===== src/rtl/mem_port_arbiter.sv =====
// ---------------------------------------------------------------------------
// mem_port_arbiter
//
// Shares one single-ported memory between the instruction-fetch stage (IF)
// and the data-memory stage (MEM). One access is outstanding at a time. It
// walks IDLE -> ISSUE -> WAIT -> DONE -> IDLE. Data requests win ties. A
// streak counter hands the port to a waiting fetch after MAX_DSTREAK
// consecutive data grants.
//
// Every output except the stalls comes from a register that is loaded from
// the current state. Each visible effect therefore appears one cycle after
// the state that produces it:
//   - mem_en is visible in the first WAIT cycle.
//   - mem_rdata is valid while the FSM is in DONE.
//   - The ack pulse is visible in the IDLE cycle that follows DONE.
// A request seen in IDLE cycle t is acked in cycle t+MEM_LAT+3. The port can
// issue at most one access every MEM_LAT+3 cycles.
//
// Ports
//   clk, rst           rising-edge clock, synchronous active-high reset
//   if_req/if_addr     fetch request, held until if_ack
//   if_ack/if_rdata    one-cycle fetch completion pulse with fetched word
//   d_req/d_we/d_addr/d_wdata  data request (we=1 write), held until d_ack
//   d_ack/d_rdata      one-cycle data completion pulse, load data on reads
//   mem_en/mem_we/mem_addr/mem_wdata  memory strobe (one cycle per access)
//   mem_rdata          memory read data, valid MEM_LAT cycles after mem_en
//   stall_if/stall_mem combinational pipeline freezes: req & ~ack
// ---------------------------------------------------------------------------
module mem_port_arbiter #(
   parameter int ADDR_W      = 32,
   parameter int DATA_W      = 32,
   parameter int MEM_LAT     = 2,
   parameter int MAX_DSTREAK = 4
) (
   input  logic              clk,
   input  logic              rst,
   input  logic              if_req,
   input  logic [ADDR_W-1:0] if_addr,
   output logic              if_ack,
   output logic [DATA_W-1:0] if_rdata,
   input  logic              d_req,
   input  logic              d_we,
   input  logic [ADDR_W-1:0] d_addr,
   input  logic [DATA_W-1:0] d_wdata,
   output logic              d_ack,
   output logic [DATA_W-1:0] d_rdata,
   output logic              mem_en,
   output logic              mem_we,
   output logic [ADDR_W-1:0] mem_addr,
   output logic [DATA_W-1:0] mem_wdata,
   input  logic [DATA_W-1:0] mem_rdata,
   output logic              stall_if,
   output logic              stall_mem
);

   localparam int CNT_W = $clog2(MEM_LAT + 1);
   localparam int STK_W = $clog2(MAX_DSTREAK + 1);

   typedef enum logic [1:0] {
      IDLE  = 2'd0,
      ISSUE = 2'd1,
      WAIT  = 2'd2,
      DONE  = 2'd3
   } state_t;

   state_t             state;
   state_t             next_state;
   logic               grant_d;
   logic               grant_i;

   logic [CNT_W-1:0]   wait_cnt;
   logic [STK_W-1:0]   streak;

   // Attributes of the access in flight, latched at grant time.
   logic               own_d;
   logic               lat_we;
   logic [ADDR_W-1:0]  lat_addr;
   logic [DATA_W-1:0]  lat_wdata;

   // -------------------------------------------------------------------------
   // Next-state and grant decision
   // -------------------------------------------------------------------------
   // NOTE: every signal written here gets a default first, so no path through
   // the case statement can leave a value unassigned and infer a latch.
   always_comb begin
      next_state = state;
      grant_d    = 1'b0;
      grant_i    = 1'b0;
      case (state)
         IDLE: begin
            // Data wins unless a waiting fetch has already seen
            // MAX_DSTREAK data grants in a row.
            if (d_req && (!if_req || streak != STK_W'(MAX_DSTREAK))) begin
               grant_d = 1'b1;
            end else if (if_req) begin
               grant_i = 1'b1;
            end
            if (grant_d || grant_i) begin
               next_state = ISSUE;
            end
         end
         ISSUE:   next_state = WAIT;
         WAIT:    if (wait_cnt == CNT_W'(1)) next_state = DONE;
         DONE:    next_state = IDLE;
         default: next_state = IDLE;
      endcase
   end

   // -------------------------------------------------------------------------
   // State, bookkeeping and registered outputs
   // -------------------------------------------------------------------------
   // NOTE: sequential state uses non-blocking assignments only. Every
   // register then samples pre-edge values and the order of statements
   // inside the block does not matter.
   always_ff @(posedge clk) begin
      if (rst) begin
         state     <= IDLE;
         wait_cnt  <= '0;
         streak    <= '0;
         own_d     <= 1'b0;
         lat_we    <= 1'b0;
         lat_addr  <= '0;
         lat_wdata <= '0;
         mem_en    <= 1'b0;
         mem_we    <= 1'b0;
         mem_addr  <= '0;
         mem_wdata <= '0;
         if_ack    <= 1'b0;
         d_ack     <= 1'b0;
         if_rdata  <= '0;
         d_rdata   <= '0;
      end else begin
         state <= next_state;

         // Grant: capture the winner's request.
         if (grant_d) begin
            own_d     <= 1'b1;
            lat_we    <= d_we;
            lat_addr  <= d_addr;
            lat_wdata <= d_wdata;
            // Data grants count against a fetch only while it is waiting.
            if (!if_req) begin
               streak <= '0;
            end else if (streak != STK_W'(MAX_DSTREAK)) begin
               streak <= streak + STK_W'(1);
            end
         end else if (grant_i) begin
            own_d     <= 1'b0;
            lat_we    <= 1'b0;
            lat_addr  <= if_addr;
            lat_wdata <= '0;
            streak    <= '0;
         end else if (state == IDLE) begin
            streak <= '0;
         end

         // WAIT lasts MEM_LAT cycles and counts MEM_LAT down to 1.
         if (state == ISSUE) begin
            wait_cnt <= CNT_W'(MEM_LAT);
         end else if (state == WAIT) begin
            wait_cnt <= wait_cnt - CNT_W'(1);
         end

         // The memory strobe is registered from ISSUE. It is visible in the
         // first WAIT cycle, and write enable never outlives it.
         mem_en <= (state == ISSUE);
         mem_we <= (state == ISSUE) && lat_we;
         if (state == ISSUE) begin
            mem_addr  <= lat_addr;
            mem_wdata <= lat_wdata;
         end

         // Because the strobe lags by one cycle, the read word is on
         // mem_rdata while the FSM sits in DONE. It is captured together with
         // the ack, so the ack and its data appear in the same cycle.
         if_ack <= (state == DONE) && !own_d;
         d_ack  <= (state == DONE) && own_d;
         if (state == DONE && !lat_we) begin
            if (own_d) begin
               d_rdata <= mem_rdata;
            end else begin
               if_rdata <= mem_rdata;
            end
         end
      end
   end

   assign stall_if  = if_req & ~if_ack;
   assign stall_mem = d_req & ~d_ack;

endmodule

===== config.mk =====
export PLATFORM = sky130hd
export DESIGN_NAME = mem_port_arbiter
export DESIGN_NICKNAME = d
export VERILOG_FILES = /design/src/rtl/mem_port_arbiter.sv
export SDC_FILE = /design/constraint.sdc
export NUM_CORES = 1
export LEC_CHECK = 0
export ABC_AREA = 1
export BUFFER_PORTS_ARGS = -buffer_cell sky130_fd_sc_hd__buf_2
export CORE_MARGIN = 4
export CORE_UTILIZATION = 54
export CTS_CLUSTER_DIAMETER = 80
export DETAILED_ROUTE_END_ITERATION = 16
export PLACE_DENSITY = 0.82
export SYNTH_ARGS = -nofsm -noshare
export SYNTH_HDL_FRONTEND = slang
export SYNTH_SLANG_ARGS = --single-unit

===== constraint.sdc =====
create_clock -name clk -period 2.9 [get_ports clk]
set_input_delay 0.29 -clock clk [delete_from_list [all_inputs] [get_ports clk]]
set_output_delay 0.29 -clock clk [all_outputs]
set_load 0.05 [all_outputs]

==> summary.md <==
| Metric | Value |
|---|---|
| Status | finished clean |
| Area delta synth->final | 25.8% |
| HPWL after detailed placement | between 10 and 15 mm |
| Crit path time final | 2.10 ns |
| Maximum VDD drop | around 560 uV |
| Power density over the cells | 901 nW/um^2 |
| Fmax | 0.476 GHz |
| R2R setup slack | 0.80 ns |
| Critical path endpoint category | flop |
| Final WS setup | about 0.8 ns |
| Crit path max fanout | 64 |
| Slew headroom | roughly 28% |
| Design area | approximately 9900 um^2 |
| Cts hold-fix bufs | 0 |
| Area of the mapped netlist | around 7800 um^2 |
| Post_cts resized | 0 |
| Fillers | ~1200 |
| Via Count | between 7000 and 8000 |
| Port Buffers | about 270 |
| Final setup viols | 0 |
| Num rows | 43 |
| R2R cell count | 4 |
| Hold path cells | 3 |
| Initial antenna violation count | 5 |
| Placed inst area | between 9000 and 10000 um^2 |
| Routed length per instance | between 10 and 15 um |
| CTS Sinks | 205 |
| Worst Path Required | 3.24 ns |
| Clock Latency Late Sink | between 0.4 and 0.5 ns |
| Unrepaired setup endpoints after global routing | false |
| Net Count, Synth | approximately 1200 |
| Setup CP Type | flop to flop |
| # DRC | 0 |
| Final Hold Fails | 0 |
| Startpoint types | flop |
| Routed Antenna Nets | 0 |
| Final Max Tran Viols | 0 |
| Starting DRT DRC Count | approximately 380 |
| Synthesis-stage register bit count | 205 |
| FF-to-FF End | d_rdata[19] |
| Final Routed Wirelength | about 21 mm |
| Pre-CTS WS | approximately 0.76 ns |
| Yosys warns | 0 |
| First-pass GRT wire length | 32.8 mm |
| Finished Layout Cells | about 1400 |
| First-pass DRT Iterations | 5 |
| Post-synthesis sequential area ratio | 52.4% |
| Vias in the first global route | about 6900 |
| Die ar. | roughly 16000 um^2 |
| Post-synthesis cell count | 1021 |
| GRT Util Overall | about a quarter |
| Gp weighted congestion | slightly above 0.8 |
| Unique masters post-synth | 22 |
| Chip width | 128 um |
| Initial Util | about 56% |
| H-tree Lvls | 1 |
| Design Power | about 8.9 mW |
| Placed cell count | ~1400 |
| Leakage | 4.59 nW |
| Worst-margin pin slew | between 1 and 1.5 ns |
| CTS root buf | clkbuf_16 |
| Fin crit share | 72.4% |
| Longest Clk Path Bufs | 3 |
| CTS clk-pin slew, worst paths | roughly 0.060 ns |
| Core Footprint | roughly 14000 um^2 |
| Postcts setup bufs | 0 |
| I/O pin cnt | between 200 and 300 |
| Vias per inst | 5.16 |
| Core Util, Final | ~70% |
| Cts bufs inserted | 21 |
| Critical Path AT | between 2 and 2.5 ns |
| Die Y | 128 um |
| Total negative slack | 0 ns |
| Syn avg cell area | around 7.7 um^2 |
| HP Start | d_wdata[19] |
| CTS tree | yes |
| Fin nets | approximately 1400 |
| Crit Reg-Reg Startpoint | state[1] |
| Share of layout cells above drive strength 1 | about 26% |
| FF+latch area | 4100 um^2 |
| Hold endpoint | lat_wdata[19] |
| Largest net degree at the start of global routing | 105 |
| Skew final | between 0.009 and 0.01 ns |
| Total grt overflow | 0 |
| Area occupied by multi-input gates | approximately 2800 um^2 |
| Fin Hold WS | between 0.06 and 0.07 ns |
| Max-cap viol count | 0 |
| Worst min path class | primary input to flop |
==> sequential cells by signal, summed over array words and instances, names as in the netlist <==
signal	flops
d_rdata	32
if_rdata	32
lat_addr	32
lat_wdata	32
mem_addr	32
mem_wdata	32
streak	3
state	2
wait_cnt	2
d_ack	1
if_ack	1
lat_we	1
mem_en	1
mem_we	1
own_d	1
==> power by group <==
group	leakage (nW)	switching [mW]	internal [mW]
registers	1.67	0.224	3.33
clock network	0.333	1.10	1.54
logic	2.59	1.97	0.714
==> cells in the mapped netlist <==
master | instances | area (um^2)
inv_1 | 144 | 541
o21ai_1 | 7 | 35.0
nand3_1 | 133 | 666
o21ai_2 | 1 | 8.76
ha_1 | 7 | 87.6
a31oi_1 | 1 | 6.26
buf_4 | 7 | 52.6
clkbuf_1 | 35 | 131
dfxtp_1 | 205 | 4100
buf_1 | 6 | 22.5
buf_2 | 26 | 130
inv_2 | 3 | 11.3
nand2_2 | 1 | 6.26
a21oi_1 | 166 | 831
nand2_1 | 171 | 642
o21ai_0 | 92 | 460
nor3_1 | 3 | 15.0
xnor2_1 | 1 | 8.76
buf_6 | 1 | 11.3
nor2_1 | 7 | 26.3
nand3_2 | 3 | 30.0
nand4_1 | 1 | 6.26
==> cells by family after synthesis <==
| logic type | count (synthesis) | share of synthesized area [%] |
|---|---|---|
| XOR/XNOR | 1 | 0.112 |
| flip-flops | 205 | 52.4 |
| adder cells (fa/ha/maj) | 7 | 1.12 |
| AND/OR/NAND/NOR | 319 | 17.8 |
| buffers and inverters | 222 | 11.5 |
| AO/OA/AOI/OAI | 267 | 17.1 |
==> area by class of cell <==
class | count | share of cell area (%)
antenna | 1 | 0.0254
clock buffer | 29 | 6.05
clock inverter | 9 | 0.864
inverter | 147 | 5.60
multi-input combinational | 594 | 28.8
sequential | 205 | 41.7
tap | 180 | 2.29
timing repair buffer | 280 | 14.7
==> worst max-delay path by stage <==
| stage | from | endpoint | depth (start not counted) |
|---|---|---|---|
| 2_1_floorplan | if_ack | stall_if | 1 |
| 4_1_cts | state[1] | d_rdata[2] | 4 |
| 6_report | state[1] | d_rdata[19] | 4 |
| 5_1_grt | state[1] | d_rdata[1] | 4 |
| 3_3_place_gp | state[1] | d_rdata[22] | 4 |
| 3_5_place_dp | state[1] | d_rdata[20] | 4 |
==> per-layer routing <==
metal	wire length (um)	global-route usage [%]
met5	47	0
met4	589	8.11
met3	2280	7.18
met2	9780	40.4
met1	8100	29.3
==> critical path, stage by stage, from the launching register on <==
cell and delay [ns]:
dfxtp_1 0.37, ha_1 0.23, nand3_2 0.78, o21ai_0 0.47, a21oi_1 0.07
==> cell usage in the layout, fill, tap and decap left out, types with 4 or more instances in the layout <==
| cell | count |
|---|---|
| buf_2 | 265 |
| dfxtp_1 | 205 |
| nand2_1 | 171 |
| a21oi_1 | 166 |
| inv_1 | 143 |
| nand3_1 | 133 |
| o21ai_0 | 92 |
| clkbuf_16 | 21 |
| buf_4 | 14 |
| nor2_1 | 7 |
| o21ai_1 | 7 |
| ha_1 | 7 |
| inv_2 | 4 |
| clkinv_2 | 4 |
| clkbuf_1 | 4 |
| clkbuf_8 | 4 |
Note: power is estimated with default switching activity, not from simulation.
